==> config.mk <==
export PLATFORM = sky130hd
export DESIGN_NAME = hazard_stall_controller_flat
export DESIGN_NICKNAME = d
export VERILOG_FILES = /design/src/rtl/hazard_stall_controller_if.sv /design/src/rtl/hazard_stall_controller.sv /design/src/flat_wrapper.sv
export SDC_FILE = /design/constraint.sdc
export NUM_CORES = 1
export LEC_CHECK = 0
export CORE_AREA = 2 2 47 81
export DETAILED_ROUTE_END_ITERATION = 10
export DIE_AREA = 0 0 49 83
export PLACE_DENSITY_LB_ADDON = 0.1
export SETUP_SLACK_MARGIN = 0.3
export SYNTH_ARGS = -nofsm -noshare
export SYNTH_HDL_FRONTEND = slang
export SYNTH_SLANG_ARGS = --single-unit
export TNS_END_PERCENT = 5
==> constraint.sdc <==
create_clock -name clk -period 2.2 [get_ports clk]
set_clock_uncertainty 0.15 [all_clocks]
set_input_delay 0.44 -clock clk [delete_from_list [all_inputs] [get_ports clk]]
set_output_delay 0.44 -clock clk [all_outputs]
set_load 0.01 [all_outputs]
==> src/rtl/hazard_stall_controller_if.sv <==
// Pipeline hazard control bundle: IF/ID and ID/EX hazard sources in,
// stage enables/flushes and debug state out.
interface hazard_stall_controller_if #(
  parameter int REG_ADDR_W = 4,
  parameter int CNT_W      = 16
);
  logic [REG_ADDR_W-1:0] rs_ifid;
  logic [REG_ADDR_W-1:0] rt_ifid;
  logic                  uses_rs_ifid;
  logic                  uses_rt_ifid;
  logic                  mem_read_idex;
  logic [REG_ADDR_W-1:0] rf_waddr_idex;
  logic                  branch_taken_ex;
  logic                  mem_req_exmem;
  logic                  mem_ready;
  logic                  pc_wen;
  logic                  ifid_wen;
  logic                  idex_wen;
  logic                  exmem_wen;
  logic                  ifid_flush;
  logic                  idex_flush;
  logic [1:0]            ctrl_state;
  logic [CNT_W-1:0]      stall_count;

  modport master (
    output rs_ifid, rt_ifid, uses_rs_ifid, uses_rt_ifid, mem_read_idex,
           rf_waddr_idex, branch_taken_ex, mem_req_exmem, mem_ready,
    input  pc_wen, ifid_wen, idex_wen, exmem_wen, ifid_flush, idex_flush,
           ctrl_state, stall_count
  );

  modport slave (
    input  rs_ifid, rt_ifid, uses_rs_ifid, uses_rt_ifid, mem_read_idex,
           rf_waddr_idex, branch_taken_ex, mem_req_exmem, mem_ready,
    output pc_wen, ifid_wen, idex_wen, exmem_wen, ifid_flush, idex_flush,
           ctrl_state, stall_count
  );
endinterface

==> src/rtl/hazard_stall_controller.sv <==
// Pipeline sequencing controller: memory freeze > branch flush > load-use bubble,
// combinational controls from registered state, saturating stall counter.
module hazard_stall_controller #(
  parameter int REG_ADDR_W   = 4,
  parameter int FLUSH_CYCLES = 1,
  parameter int CNT_W        = 16
) (
  input  logic                      clk,
  input  logic                      rst,
  hazard_stall_controller_if.slave  bus
);
  typedef enum logic [1:0] {
    S_RUN      = 2'd0,
    S_FLUSH    = 2'd1,
    S_MEM_WAIT = 2'd2
  } state_t;

  localparam logic [3:0] FC_M1 = 4'(FLUSH_CYCLES - 1);

  state_t           r_state;
  logic [3:0]       r_flush_cnt;
  logic             r_br_pending;
  logic [CNT_W-1:0] r_stall_count;

  state_t     w_next_state;
  logic [3:0] w_next_cnt;
  logic       w_next_pending;
  logic       w_freeze, w_branch, w_in_flush, w_load_use, w_stall;
  logic       w_pc_wen, w_ifid_wen, w_idex_wen, w_exmem_wen;
  logic       w_ifid_flush, w_idex_flush;

  always_comb begin
    w_freeze   = (bus.mem_req_exmem && !bus.mem_ready) ||
                 (r_state == S_MEM_WAIT && !bus.mem_ready);
    w_branch   = !w_freeze && (bus.branch_taken_ex || r_br_pending);
    // a freeze that interrupted FLUSH keeps the counter, so MEM_WAIT releases back into it
    w_in_flush = !w_freeze && (r_state == S_FLUSH ||
                 (r_state == S_MEM_WAIT && r_flush_cnt != 4'd0));
    w_load_use = bus.mem_read_idex && (bus.rf_waddr_idex != REG_ADDR_W'(0)) &&
                 ((bus.uses_rs_ifid && bus.rs_ifid == bus.rf_waddr_idex) ||
                  (bus.uses_rt_ifid && bus.rt_ifid == bus.rf_waddr_idex));

    w_pc_wen       = 1'b1;
    w_ifid_wen     = 1'b1;
    w_idex_wen     = 1'b1;
    w_exmem_wen    = 1'b1;
    w_ifid_flush   = 1'b0;
    w_idex_flush   = 1'b0;
    w_next_state   = S_RUN;
    w_next_cnt     = 4'd0;
    w_next_pending = 1'b0;

    if (w_freeze) begin
      w_pc_wen       = 1'b0;
      w_ifid_wen     = 1'b0;
      w_idex_wen     = 1'b0;
      w_exmem_wen    = 1'b0;
      w_next_state   = S_MEM_WAIT;
      w_next_cnt     = r_flush_cnt;
      w_next_pending = r_br_pending || bus.branch_taken_ex;
    end else if (w_branch) begin
      w_ifid_flush = 1'b1;
      w_idex_flush = 1'b1;
      if (FLUSH_CYCLES > 1) begin
        w_next_state = S_FLUSH;
        w_next_cnt   = FC_M1;
      end
    end else if (w_in_flush) begin
      w_ifid_flush = 1'b1;
      if (r_flush_cnt > 4'd1) begin
        w_next_state = S_FLUSH;
        w_next_cnt   = r_flush_cnt - 4'd1;
      end
    end else if (w_load_use) begin
      w_pc_wen     = 1'b0;
      w_ifid_wen   = 1'b0;
      w_idex_flush = 1'b1;
    end

    w_stall = !(w_pc_wen && w_ifid_wen && w_idex_wen && w_exmem_wen) ||
              w_ifid_flush || w_idex_flush;
  end

  always_ff @(posedge clk or posedge rst) begin
    if (rst) begin
      r_state       <= S_RUN;
      r_flush_cnt   <= 4'd0;
      r_br_pending  <= 1'b0;
      r_stall_count <= '0;
    end else begin
      r_state      <= w_next_state;
      r_flush_cnt  <= w_next_cnt;
      r_br_pending <= w_next_pending;
      if (w_stall && r_stall_count != {CNT_W{1'b1}})
        r_stall_count <= r_stall_count + CNT_W'(1);
    end
  end

  assign bus.pc_wen      = w_pc_wen     && !rst;
  assign bus.ifid_wen    = w_ifid_wen   && !rst;
  assign bus.idex_wen    = w_idex_wen   && !rst;
  assign bus.exmem_wen   = w_exmem_wen  && !rst;
  assign bus.ifid_flush  = w_ifid_flush && !rst;
  assign bus.idex_flush  = w_idex_flush && !rst;
  assign bus.ctrl_state  = r_state;
  assign bus.stall_count = r_stall_count;
endmodule

==> src/flat_wrapper.sv <==
// flat-port wrapper written by rule: the top's interface ports become plain ports
module hazard_stall_controller_flat 
#(
  parameter int REG_ADDR_W   = 4,
  parameter int FLUSH_CYCLES = 1,
  parameter int CNT_W        = 16
)
  (clk, rst, bus_rs_ifid, bus_rt_ifid, bus_uses_rs_ifid, bus_uses_rt_ifid, bus_mem_read_idex, bus_rf_waddr_idex, bus_branch_taken_ex, bus_mem_req_exmem, bus_mem_ready, bus_pc_wen, bus_ifid_wen, bus_idex_wen, bus_exmem_wen, bus_ifid_flush, bus_idex_flush, bus_ctrl_state, bus_stall_count);
  hazard_stall_controller_if #(.REG_ADDR_W(REG_ADDR_W), .CNT_W(CNT_W)) bus_i ();
  input  logic clk;
  input  logic rst;
  input wire logic [$bits(bus_i.rs_ifid)-1:0] bus_rs_ifid;
  input wire logic [$bits(bus_i.rt_ifid)-1:0] bus_rt_ifid;
  input wire logic [$bits(bus_i.uses_rs_ifid)-1:0] bus_uses_rs_ifid;
  input wire logic [$bits(bus_i.uses_rt_ifid)-1:0] bus_uses_rt_ifid;
  input wire logic [$bits(bus_i.mem_read_idex)-1:0] bus_mem_read_idex;
  input wire logic [$bits(bus_i.rf_waddr_idex)-1:0] bus_rf_waddr_idex;
  input wire logic [$bits(bus_i.branch_taken_ex)-1:0] bus_branch_taken_ex;
  input wire logic [$bits(bus_i.mem_req_exmem)-1:0] bus_mem_req_exmem;
  input wire logic [$bits(bus_i.mem_ready)-1:0] bus_mem_ready;
  output wire logic [$bits(bus_i.pc_wen)-1:0] bus_pc_wen;
  output wire logic [$bits(bus_i.ifid_wen)-1:0] bus_ifid_wen;
  output wire logic [$bits(bus_i.idex_wen)-1:0] bus_idex_wen;
  output wire logic [$bits(bus_i.exmem_wen)-1:0] bus_exmem_wen;
  output wire logic [$bits(bus_i.ifid_flush)-1:0] bus_ifid_flush;
  output wire logic [$bits(bus_i.idex_flush)-1:0] bus_idex_flush;
  output wire logic [$bits(bus_i.ctrl_state)-1:0] bus_ctrl_state;
  output wire logic [$bits(bus_i.stall_count)-1:0] bus_stall_count;
  assign bus_i.rs_ifid = bus_rs_ifid;
  assign bus_i.rt_ifid = bus_rt_ifid;
  assign bus_i.uses_rs_ifid = bus_uses_rs_ifid;
  assign bus_i.uses_rt_ifid = bus_uses_rt_ifid;
  assign bus_i.mem_read_idex = bus_mem_read_idex;
  assign bus_i.rf_waddr_idex = bus_rf_waddr_idex;
  assign bus_i.branch_taken_ex = bus_branch_taken_ex;
  assign bus_i.mem_req_exmem = bus_mem_req_exmem;
  assign bus_i.mem_ready = bus_mem_ready;
  assign bus_pc_wen = bus_i.pc_wen;
  assign bus_ifid_wen = bus_i.ifid_wen;
  assign bus_idex_wen = bus_i.idex_wen;
  assign bus_exmem_wen = bus_i.exmem_wen;
  assign bus_ifid_flush = bus_i.ifid_flush;
  assign bus_idex_flush = bus_i.idex_flush;
  assign bus_ctrl_state = bus_i.ctrl_state;
  assign bus_stall_count = bus_i.stall_count;
  hazard_stall_controller #(.REG_ADDR_W(REG_ADDR_W), .FLUSH_CYCLES(FLUSH_CYCLES), .CNT_W(CNT_W)) u_core (.clk(clk), .rst(rst), .bus(bus_i));
endmodule
Word level (Yosys, flattened, before mapping):

Index checks and enable logic that the tools add are counted.

* add/sub/neg operators: 2
* $lt $le $gt $ge: 1
* equal/unequal tests: 5
* muxes and demuxes: 20
* reduce and logical (&&, ||, !) cells: 28

Operators by type and width (count)
* 16-bit by 1-bit adder with 16-bit output, second input constant: 1
* 1-bit logical AND: 16
* 16-bit inequality test, second input constant: 1
* 1-bit 2-to-1 mux: 14
* 4-bit 2-to-1 mux: 3
* 4-bit == test: 2
* 4-bit nonzero test: 2
* 1-bit logical OR: 6
* 2-bit 2-to-1 mux: 3
* 4-bit by 1-bit > comparator with 1-bit output, second input constant: 1
* 1-bit zero test: 4
* 4-bit by 1-bit subtractor with 4-bit output, second input constant: 1
* 2-bit by 1-bit == test with 1-bit output, second input constant: 1
* 2-bit == test, second input constant: 1

* register bits after elaboration: 23
* word-level logic and storage cells: 60

Longest topological paths before layout:

* depth after elaboration: 14
* depth in mapped cells: 8

Worst setup path before layout:

Ideal clock, no wire load.

* path kind: register -> output
* from: reg u_core.r_flush_cnt[0]
* to: out bus_pc_wen
* arrival time: 1863 ps
* data required time: 1610 ps
* setup slack: -253 ps
* stages on the path, launching flop included: 9
* cells stage by stage: dfrtp_1 > inv_1 > ha_1 > nor3b_1 > o21ai_1 > o21ai_0 > o21a_1 > a21boi_0 > buf_4

* cells in the longest elaborated chain, start to end: 8

RTL lines
* start, declared: RTL line hazard_stall_controller.sv:21 `logic [3:0] r_flush_cnt;`
* start signal, assigned: RTL line hazard_stall_controller.sv:92 `r_flush_cnt <= w_next_cnt;`
* 4-bit nonzero test: RTL line hazard_stall_controller.sv:38 `(r_state == S_MEM_WAIT && r_flush_cnt != 4'd0));`
* 1-bit logical AND: RTL line hazard_stall_controller.sv:38
* 1-bit logical OR: RTL line hazard_stall_controller.sv:37 `w_in_flush = !w_freeze && (r_state == S_FLUSH ||`
* 1-bit logical AND: RTL line hazard_stall_controller.sv:37
* 1-bit 2-to-1 mux (3 in a row)
* 1-bit logical AND
* end, declared: RTL line flat_wrapper.sv:21 `output wire logic [$bits(bus_i.pc_wen)-1:0] bus_pc_wen;`

No other way between the ends.

Final worst setup path:

* from: reg u_core.r_flush_cnt[1]
* to: out bus_idex_flush

* cells in the longest elaborated chain, start to end: 8

RTL lines
* 4-bit nonzero test: RTL line hazard_stall_controller.sv:38
* 1-bit logical AND: RTL line hazard_stall_controller.sv:38
* 1-bit logical OR: RTL line hazard_stall_controller.sv:37
* 1-bit logical AND: RTL line hazard_stall_controller.sv:37
* 1-bit 2-to-1 mux: RTL line hazard_stall_controller.sv:68 `end else if (w_in_flush) begin`
* 1-bit 2-to-1 mux: RTL line hazard_stall_controller.sv:61 `end else if (w_branch) begin`
* 1-bit 2-to-1 mux: RTL line hazard_stall_controller.sv:53 `if (w_freeze) begin`
* 1-bit logical AND: RTL line hazard_stall_controller.sv:104 `assign bus.idex_flush = w_idex_flush && !rst;`
* end, declared: RTL line flat_wrapper.sv:26 `output wire logic [$bits(bus_i.idex_flush)-1:0] bus_idex_flush;`

No other way between the ends.

==> flow_summary.toml <==
[outcome]
outcome = "finished, violations left"
violations = "setup timing"

[synthesis]
yosysTopAreaCell = "dfrtp_1"
yosysSeqAreaShare = 0.429
yosys_most_used_dff = "dfrtp_1"
netlist.area_leader.share = 0.429
syn_avg_cell_area_um2 = 9.80
async_reset_ff_frac = 1.00
netlist_instances = 137
ys_seq_elements = 23
ys_warn_count = 0
synth_edf_count = 0
synth.area.top_cells = "dfrtp_1 (43%), xor2_1 (12%), ha_1 (3.7%)"
syn-num-nets = 161
synth_most_common_cell = "dfrtp_1"
syn_area_um2 = 1340
synthTopCellsByCount = "dfrtp_1 (23), xor2_1 (18), nand2_1 (12)"
synthDistinctLibCells = 38

[worst_setup_path]
crit_path_start_kind = "flip-flop"
ff2ff_setup_slack_ns = 0.12
worstReg2RegStart = "u_core.r_flush_cnt[1]$_DFFE_PP0N_"
critical_path_arrival_ns = 1.72
cp_max_fo = 2
crit_required_ns = 1.61
rr_worst_depth = 10
reg2reg_to = "u_core.bus.stall_count[9]$_DFFE_PP0P_"
endpoint_kind = "output port"
path_class = "flip-flop to output port"

[global_route]
grt_pass1_vias = 1393
met1_usage = 0.184
grt_overflow = 0
met3_usage = 0.0162
track_usage = 0.192
grt.busiest_layer = "met2"
grt_max_degree = 13
grt_use_met2 = 0.395
antenna_found_initial = 0
grt_pass1_wl_mm = 6.19

[detailed_routing]
final_antenna_net_count = 0
vias_per_cell = 5.22
finalWirelength_mm = 3.73
drc = 0
wire_per_inst_um = 14.8
vias = 1311
drt_iter0_drc = 11
first_pass_iters = 4

[hold_path]
holdPathStages = 1
worst_hold_startpoint = "u_core.bus.stall_count[8]$_DFFE_PP0P_"
hold_end = "u_core.bus.stall_count[8]$_DFFE_PP0P_"
hold_class = "flip-flop to flip-flop"

[layout]
antennaDiodeCount = 0
instances_no_fill = 251
syn2layout_area_growth_pct = 71.9
nFillCells = 292
final_nets = 231
final_cell_area_um2 = 2310
fin_util = 0.679
final_layout_size_suffix_gt1_frac = 0.403

[cts]
cts_made_buffers = 3
clk_pin_slew_worst_paths_ns = 0.08
cts_hold_buffers = 0
cts_buffer_depth = 2
clk_latency_ns = 0.26
cts_tree = "built"
h-tree-depth = 1
cts.sinks = 23
clock-root-buffer = "clkbuf_8"

[power]
powerDensity_nw_per_um2 = 724
peakVddDrop_uv = 410
leakagePower_nw = 0.974

[placement]
place_inst = 244
post-place-ws_ns = -0.788
port_buffers = 43
placed_cell_area_um2 = 2010
gp_congestion = 0.850
dp_hpwl_mm = 2.81

[sta]
relSlewSlack = 0.794
setup_viol = 4
hold_viol = 0
min_period_over_period = 1.05
tightest_slew_ns = 0.306
fin_tns_setup_ns = -0.215
fin_crit_ns = 2.31
setup_ws_ns = -0.115
fmax_ghz = 0.432
rsz0062_at_grt = "true"
slew_violations = 0

[floorplanning]
die-area_um2 = 4070
core.rowCount = 28
core-area_um2 = 3400
die_y_um = 83
die_x_um = 49
start_util = 0.395
pin_count = 44

[run]
maxCapViolations = 0
[critical path: stages (launching register included)]
cell	delay, ns
dfrtp_1	0.37
inv_2	0.06
ha_4	0.15
nor3b_4	0.14
o21ai_2	0.14
o21ai_1	0.10
o21a_1	0.13
o31a_1	0.23
buf_2	0.14
[logic make-up after synthesis]
kind of cell,share of synthesized area
compound gates,0.0941
xor+xnor,0.130
flops,0.429
buf+inv,0.0419
simple gates,0.251
mux,0.0168
fa+ha+maj,0.0373
[stage by stage]
step,hold WS (ns),total power [mW]
after floorplan,0.292,0.939
after global placement,0.330,1.30
after detailed placement,0.339,1.32
after CTS,0.352,1.67
after global routing,0.369,1.76
final,0.358,1.67
[where the power goes]
part | total (mW) | leakage [nW] | internal [mW] | switching [mW]
logic | 0.734 | 0.673 | 0.419 | 0.315
registers | 0.672 | 0.277 | 0.537 | 0.135
clock network | 0.264 | 0.0228 | 0.129 | 0.135
[cell usage in the layout (no fill, tap or decap), types with 4 or more instances in the layout]
cell type,count
buf_6,12
dfrtp_2,5
nand3_1,6
xor2_1,18
clkdlybuf4s50_1,19
nand4_1,4
nand2_1,12
buf_4,19
buf_2,6
inv_2,4
o21ai_1,4
nor2_1,5
nor3_4,7
dlygate4sd2_1,11
dfrtp_1,18
[worst max path at each step]
stage                                                  from             end  slack (ns)  cells after the start
final                     u_core.r_flush_cnt[1]$_DFFE_PP0N_  bus_idex_flush       -0.11                      8
after global routing      u_core.r_flush_cnt[0]$_DFFE_PP0N_  bus_idex_flush       -0.20                      8
after CTS                 u_core.r_flush_cnt[1]$_DFFE_PP0N_  bus_idex_flush       -0.14                      8
after detailed placement               bus_rf_waddr_idex[1]  bus_idex_flush       -0.79                      7
after global placement                 bus_rf_waddr_idex[1]  bus_idex_flush       -0.75                      7
after floorplan                        bus_rf_waddr_idex[1]      bus_pc_wen        0.07                      6
[final cells by class]
class,instances,area (um^2),share of cell area
Clock buffer,4,45.0,0.0195
Inverter,7,26.3,0.0114
Timing Repair Buffer,70,634,0.275
Sequential cell,23,582,0.252
Tap cell,45,56.3,0.0244
Multi-Input combinational cell,102,963,0.418
[metal layers]
layer | part of all wire | wire, um
met5 | 0 | 0
met4 | 0.020 | 75
met3 | 0.028 | 103
met2 | 0.61 | 2270
met1 | 0.34 | 1280
[registers in the layout, summed over array words and instances, names as in the netlist]
signal / count
u_core.bus.ctrl_state: 2
u_core.bus.stall_count: 16
u_core.r_br_pending: 1
u_core.r_flush_cnt: 4
[timing repair]
action | in CTS | in global routing
cloned | 0 | 0
pin swaps | 47 | 15
gates resized for setup | 108 | 17
setup buffers | 2 | 1
endpoints found under the setup margin | 23 | 29
Note: power is estimated with default switching activity, not from simulation.
==> patch 1: new RTL, same settings <==
`REG_ADDR_W` is set to 4 in 3 places; all go to 6.
--- a/src/rtl/hazard_stall_controller_if.sv
+++ b/src/rtl/hazard_stall_controller_if.sv
@@ -2,5 +2,5 @@
 // stage enables/flushes and debug state out.
 interface hazard_stall_controller_if #(
-  parameter int REG_ADDR_W = 4,
+  parameter int REG_ADDR_W = 6,
   parameter int CNT_W      = 16
 );
--- a/src/rtl/hazard_stall_controller.sv
+++ b/src/rtl/hazard_stall_controller.sv
@@ -2,5 +2,5 @@
 // combinational controls from registered state, saturating stall counter.
 module hazard_stall_controller #(
-  parameter int REG_ADDR_W   = 4,
+  parameter int REG_ADDR_W   = 6,
   parameter int FLUSH_CYCLES = 1,
   parameter int CNT_W        = 16
--- a/src/flat_wrapper.sv
+++ b/src/flat_wrapper.sv
@@ -2,5 +2,5 @@
 module hazard_stall_controller_flat 
 #(
-  parameter int REG_ADDR_W   = 4,
+  parameter int REG_ADDR_W   = 6,
   parameter int FLUSH_CYCLES = 1,
   parameter int CNT_W        = 16
Ports: changed (resized bus_rf_waddr_idex, bus_rs_ifid and bus_rt_ifid); port bits go from 44 to 50. The function was not compared with the original's and may differ.
==> patch 1 against the original RTL <==
The run still ends with negative setup slack left; worst hold slack got worse by 0.011 ns; sequential cell count stayed put; total power down 21%; critical path depth rose by 1; worst setup slack worse by 0.28 ns; wire length decreased by 6.0%; synthesized area is 0.47% lower; cell area is 7.4% lower; global-route usage fell by 1.2 points; critical endpoint unchanged.
==> patch 1: results (changes against the original RTL) <==
{| class="wikitable"
! Metric !! Value
|-
| Cells after Synth || 135 (-1.5%)
|-
| Compound-Gate Fraction of Synth Area || 11.0% (+1.5 points)
|-
| Sequential cell area fraction in the yosys report || 43.1% (+0.20 points)
|-
| DR iter-0 viols || 19 (+8)
|-
| Setup-violating endpoint count in the final report || 21 (+17)
|-
| Port buffer count || 49 (+14%)
|-
| List of most frequent post-synthesis cells || xnor2_1 (24), dfrtp_1 (23), nand3_1 (12)
|-
| Portion of netlist area occupied by mux cells || 0.843% (-0.83 points)
|-
| Endpoint arrival time on the critical path || 2.01 ns (+0.29 ns)
|-
| Pin count of the biggest net entering global routing || 24 (+11)
|-
| Number of nets produced by synthesis || 165 (+2.5%)
|-
| Failing checks || negative setup slack
|-
| Placed wire-length estimate after detailed placement || 2.69 mm (-4.4%)
|-
| Biggest area contributors in the synthesized netlist || dfrtp_1 (43%), xnor2_1 (16%), nand3_1 (4.5%), ha_1 (3.7%), nand2_1 (3.1%)
|-
| Overall via count from detail_route || 1263 (-3.7%)
|-
| Static leakage || 0.952 nW (-2.3%)
|-
| Run status || finished, violations left
|-
| Setup Buffers After CTS || 3 (+1)
|-
| Slew @ Worst Pin || 0.416 ns (+0.110 ns)
|-
| Met3 usage || 3.42% (+1.8 points)
|-
| Xor/xnor share of the synthesized area || 16.4% (+3.3 points)
|-
| Instance area after placement || 2000 um^2 (-0.44%)
|-
| Minimum setup slack in the final design || -0.399 ns (-0.284 ns)
|-
| Final cell count without fillers || 252 (+0.40%)
|-
| Layout cell share with drive strength beyond 1 || 22.7% (-18 points)
|-
| Setup_tns || -4.29 ns (-4.07 ns)
|-
| Wire length of the first global-routing pass || 5.84 mm (-5.6%)
|}
## patch 1: cell types whose count changed in the layout (fill, tap and decap cells not counted), sizes merged, moves of 8 or more
cell,unedited run,this run
buf,38,26
clkdlybuf4s50,19,38
dlygate4sd2,11,1
nor3,10,2
xnor2,2,24
xor2,18,1
## patch 1: logic make-up (layout without fill, tap and decap cells)
| logic type | Yosys count | in the layout |
|---|---|---|
| compound gates | 18 | 18 |
| xor+xnor | 25 | 25 |
| fa+ha+maj | 4 | 4 |
| buf+inv | 11 | 83 |
| flops | 23 | 23 |
| mux | 1 | 1 |
| simple gates | 53 | 53 |
## patch 1: path summary, 6_finish.rpt
| kind | slack, ns | cells after the start | start | to |
|---|---|---|---|---|
| setup / recovery | -0.40 | 9 | u_core.r_flush_cnt[1] | bus_idex_flush |
| hold / removal | 0.35 | 1 | u_core.bus.stall_count[8] | u_core.bus.stall_count[8] |
| setup reg to reg | -0.27 | 11 | u_core.r_flush_cnt[1] | u_core.bus.stall_count[1] |
| hold reg to reg | 0.35 | 1 | u_core.bus.stall_count[8] | u_core.bus.stall_count[8] |
| max in group asynchronous | 1.22 | 3 | rst | u_core.bus.stall_count[13] |
| min in group asynchronous | 0.42 | 3 | rst | u_core.r_flush_cnt[2] |
## patch 1: layout make-up
class	instances	area (um^2)
Tap cell	45	56.3
Timing Repair Buffer	71	666
Multi-Input combinational cell	101	762
Clock buffer	4	45.0
Inverter	8	30.0
Fill cell	308	1260
Sequential cell	23	578
## patch 1: where the power goes
part	leakage, nW	switching (mW)	internal, mW
registers	0.298	0.0711	0.491
logic	0.631	0.195	0.292
clock network	0.0228	0.135	0.129
## patch 1: routing by layer
layer | up-vias | part of all wire [%]
met5 | - | 0
met3 | 6 | 4.0
li1 | 612 | -
met1 | 608 | 38
met2 | 37 | 56
met4 | 0 | 1.8
==> patch 2: new RTL, same settings <==
Made on the original files. Reset style: synchronous (`rst`), changed in one clocked block.
--- a/src/rtl/hazard_stall_controller.sv
+++ b/src/rtl/hazard_stall_controller.sv
@@ -82,5 +82,5 @@
   end
 
-  always_ff @(posedge clk or posedge rst) begin
+  always_ff @(posedge clk) begin
     if (rst) begin
       r_state       <= S_RUN;
Formal check against the unedited RTL: differs if rst is asserted again (counterexample within 4 cycles, from zero or initial values and one cycle with rst high); with rst held inactive, the same outputs for 10 cycles.
==> patch 2 against the original RTL <==
The flow still finishes with violations (negative setup slack); synthesized area is 6.6% higher; critical path type unchanged; synthesized cell count rose by 26%; utilization increased by 4.9 points; fmax increased by 1.5%; wire length increased by 20%; worst setup slack gained 0.034 ns; first-iteration DRC count rose to 4.5 times the old value; sequential cell count unchanged; cell area up 7.2%.
Power is not compared: it rests on default switching activity, and its combinational part moved more than twofold at a synthesized area within 25%.
==> patch 2: results (changes against the original RTL) <==
{| class="wikitable"
! Metric !! Value
|-
| Run status || finished, violations left
|-
| Failing checks || negative setup slack
|-
| Vias in the first global route || 1717 (+23%)
|-
| Proportion of synthesized flip-flops having asynchronous set or reset || 0% (-100 points)
|-
| Endpoint arrival time on the critical path || 1.69 ns (-0.03 ns)
|-
| Number of warnings reported in the yosys synthesis log || 0 (unchanged)
|-
| CTS Buffer Depth || 2 (unchanged)
|-
| Setup-violating endpoint count in the final report || 6 (+2)
|-
| Peak fanout along the critical path || 5 (+3)
|-
| Minimum setup slack in the final design || -0.0805 ns (+0.0340 ns)
|-
| Via density per instance || 5.41 (+3.5%)
|-
| Clock-pin transition on the worst setup and hold timing paths || around 0.090 ns
|-
| List of most frequent post-synthesis cells || dfxtp_1 (23), nor2_1 (17), nor2b_1 (12)
|-
| Wire length of the first global-routing pass || 7.42 mm (+20%)
|-
| Flip-flop count of the largest register after layout || 16 (unchanged)
|-
| Total CTS buffers || 3 (unchanged)
|-
| Antenna violations before repair || 0 (unchanged)
|-
| Max Slew Vio Count || 0 (unchanged)
|-
| Post-synth cell types || 38 (unchanged)
|-
| GRT Util Overall || 22.5% (+3.3 points)
|-
| Instance area after placement || 2170 um^2 (+7.8%)
|-
| Aggregate routed wire length || 4.46 mm (+20%)
|-
| Setup_tns || -0.233 ns (-0.0179 ns)
|-
| Clock root cell || clkbuf_8
|-
| Biggest area contributors in the synthesized netlist || dfxtp_1 (32%), mux2_1 (7.9%), a211oi_1 (5.2%), nor2b_1 (5.2%), nor2_1 (4.5%)
|-
| Number of nets produced by synthesis || 197 (+22%)
|-
| Placed wire-length estimate after detailed placement || 3.17 mm (+13%)
|-
| Pin count of the biggest net entering global routing || 30 (+17)
|-
| Skew-Pair Late Insertion Delay || roughly 0.27 ns
|-
| Port buffer count || 43 (unchanged)
|-
| Worst min-delay path class || flip-flop to flip-flop
|-
| Sequential cell area fraction in the yosys report || 32.2% (-11 points)
|-
| Max-slew headroom || 68.8% (-11 points)
|-
| Largest voltage drop on the vdd net || 0.532 mV
|-
| Number of iterations in the first detailed-routing pass || 4 (unchanged)
|-
| DR iter-0 viols || 50 (+39)
|-
| Global placer's final weighted congestion || 0.779 (-8.4%)
|-
| Layout cell share with drive strength beyond 1 || 41.6% (+1.3 points)
|-
| Antenna Diode Count || 0 (unchanged)
|-
| H-tree depth reported by CTS || 1 (unchanged)
|-
| Number of nets in the final layout || 275 (+19%)
|-
| Static leakage || about 1.0 nW
|}
patch 2: through the flow:
| stage | setup WS (ns) | std cells | hold WS [ns] |
|---|---|---|---|
| after global routing | -0.162 | 295 | 0.405 |
| final | -0.0805 | 295 | 0.367 |
| after global placement | -0.730 | 280 | 0.327 |
| after floorplan | 0.124 | 173 | 0.312 |
| after detailed placement | -0.777 | 280 | 0.356 |
| after CTS | -0.0631 | 295 | 0.369 |
patch 2: worst paths after layout:
kind / slack, ns / cells after the start / endpoint / from
setup / recovery: -0.08 / 6 / bus_idex_flush / u_core.bus.ctrl_state[1]
hold / removal: 0.37 / 2 / u_core.bus.stall_count[0] / u_core.bus.stall_count[0]
setup reg to reg: -0.01 / 8 / u_core.bus.stall_count[9] / u_core.bus.ctrl_state[1]
hold reg to reg: 0.37 / 2 / u_core.bus.stall_count[0] / u_core.bus.stall_count[0]
patch 2: worst max-delay path, stage by stage, from the launching register on:
cell      delay (ns)
dfxtp_2         0.36
xnor2_2         0.21
a31oi_4         0.05
a211o_1         0.30
o21bai_4        0.19
a21boi_2        0.16
buf_2           0.15
patch 2: cells by family after synthesis:
| logic type | after synthesis | share of synthesized area, % |
|---|---|---|
| fa+ha+maj | 4 | 3.50 |
| compound gates | 43 | 20.7 |
| buf+inv | 16 | 4.98 |
| xor+xnor | 9 | 5.51 |
| simple gates | 68 | 25.3 |
| mux | 10 | 7.87 |
| flops | 23 | 32.2 |
patch 2: repair_timing:
item,in CTS,in global routing
resized for setup,94,14
buffers inserted,11,0
pin swaps,20,4
hold buffers,0,0
endpoints found under the setup margin,23,26
patch 2: power by group:
group	leakage, nW	internal [mW]	total [mW]	switching [mW]
Sequential	0.188	0.424	0.432	0.00838
Clock	0.0255	0.127	0.273	0.147
Combinational	0.797	0.120	0.227	0.107
patch 2: layer usage:
| metal | global-route usage, % | vias up | part of all wire, % |
|---|---|---|---|
| li1 | - | 775 | - |
| met1 | 21.0 | 781 | 37 |
| met2 | 46.1 | 35 | 60 |
| met3 | 3.06 | 4 | 2.4 |
| met4 | 9.09 | 0 | 1.2 |
| met5 | 0 | - | 0 |
patch 2: cell type report:
| type | count | area, um^2 |
|---|---|---|
| Inverter | 7 | 26.3 |
| Clock inverter | 1 | 5.00 |
| Tap cell | 45 | 56.3 |
| Sequential cell | 23 | 467 |
| Timing Repair Buffer | 82 | 697 |
| Multi-Input combinational cell | 134 | 1180 |
| Fill cell | 265 | 926 |
| Clock buffer | 3 | 41.3 |
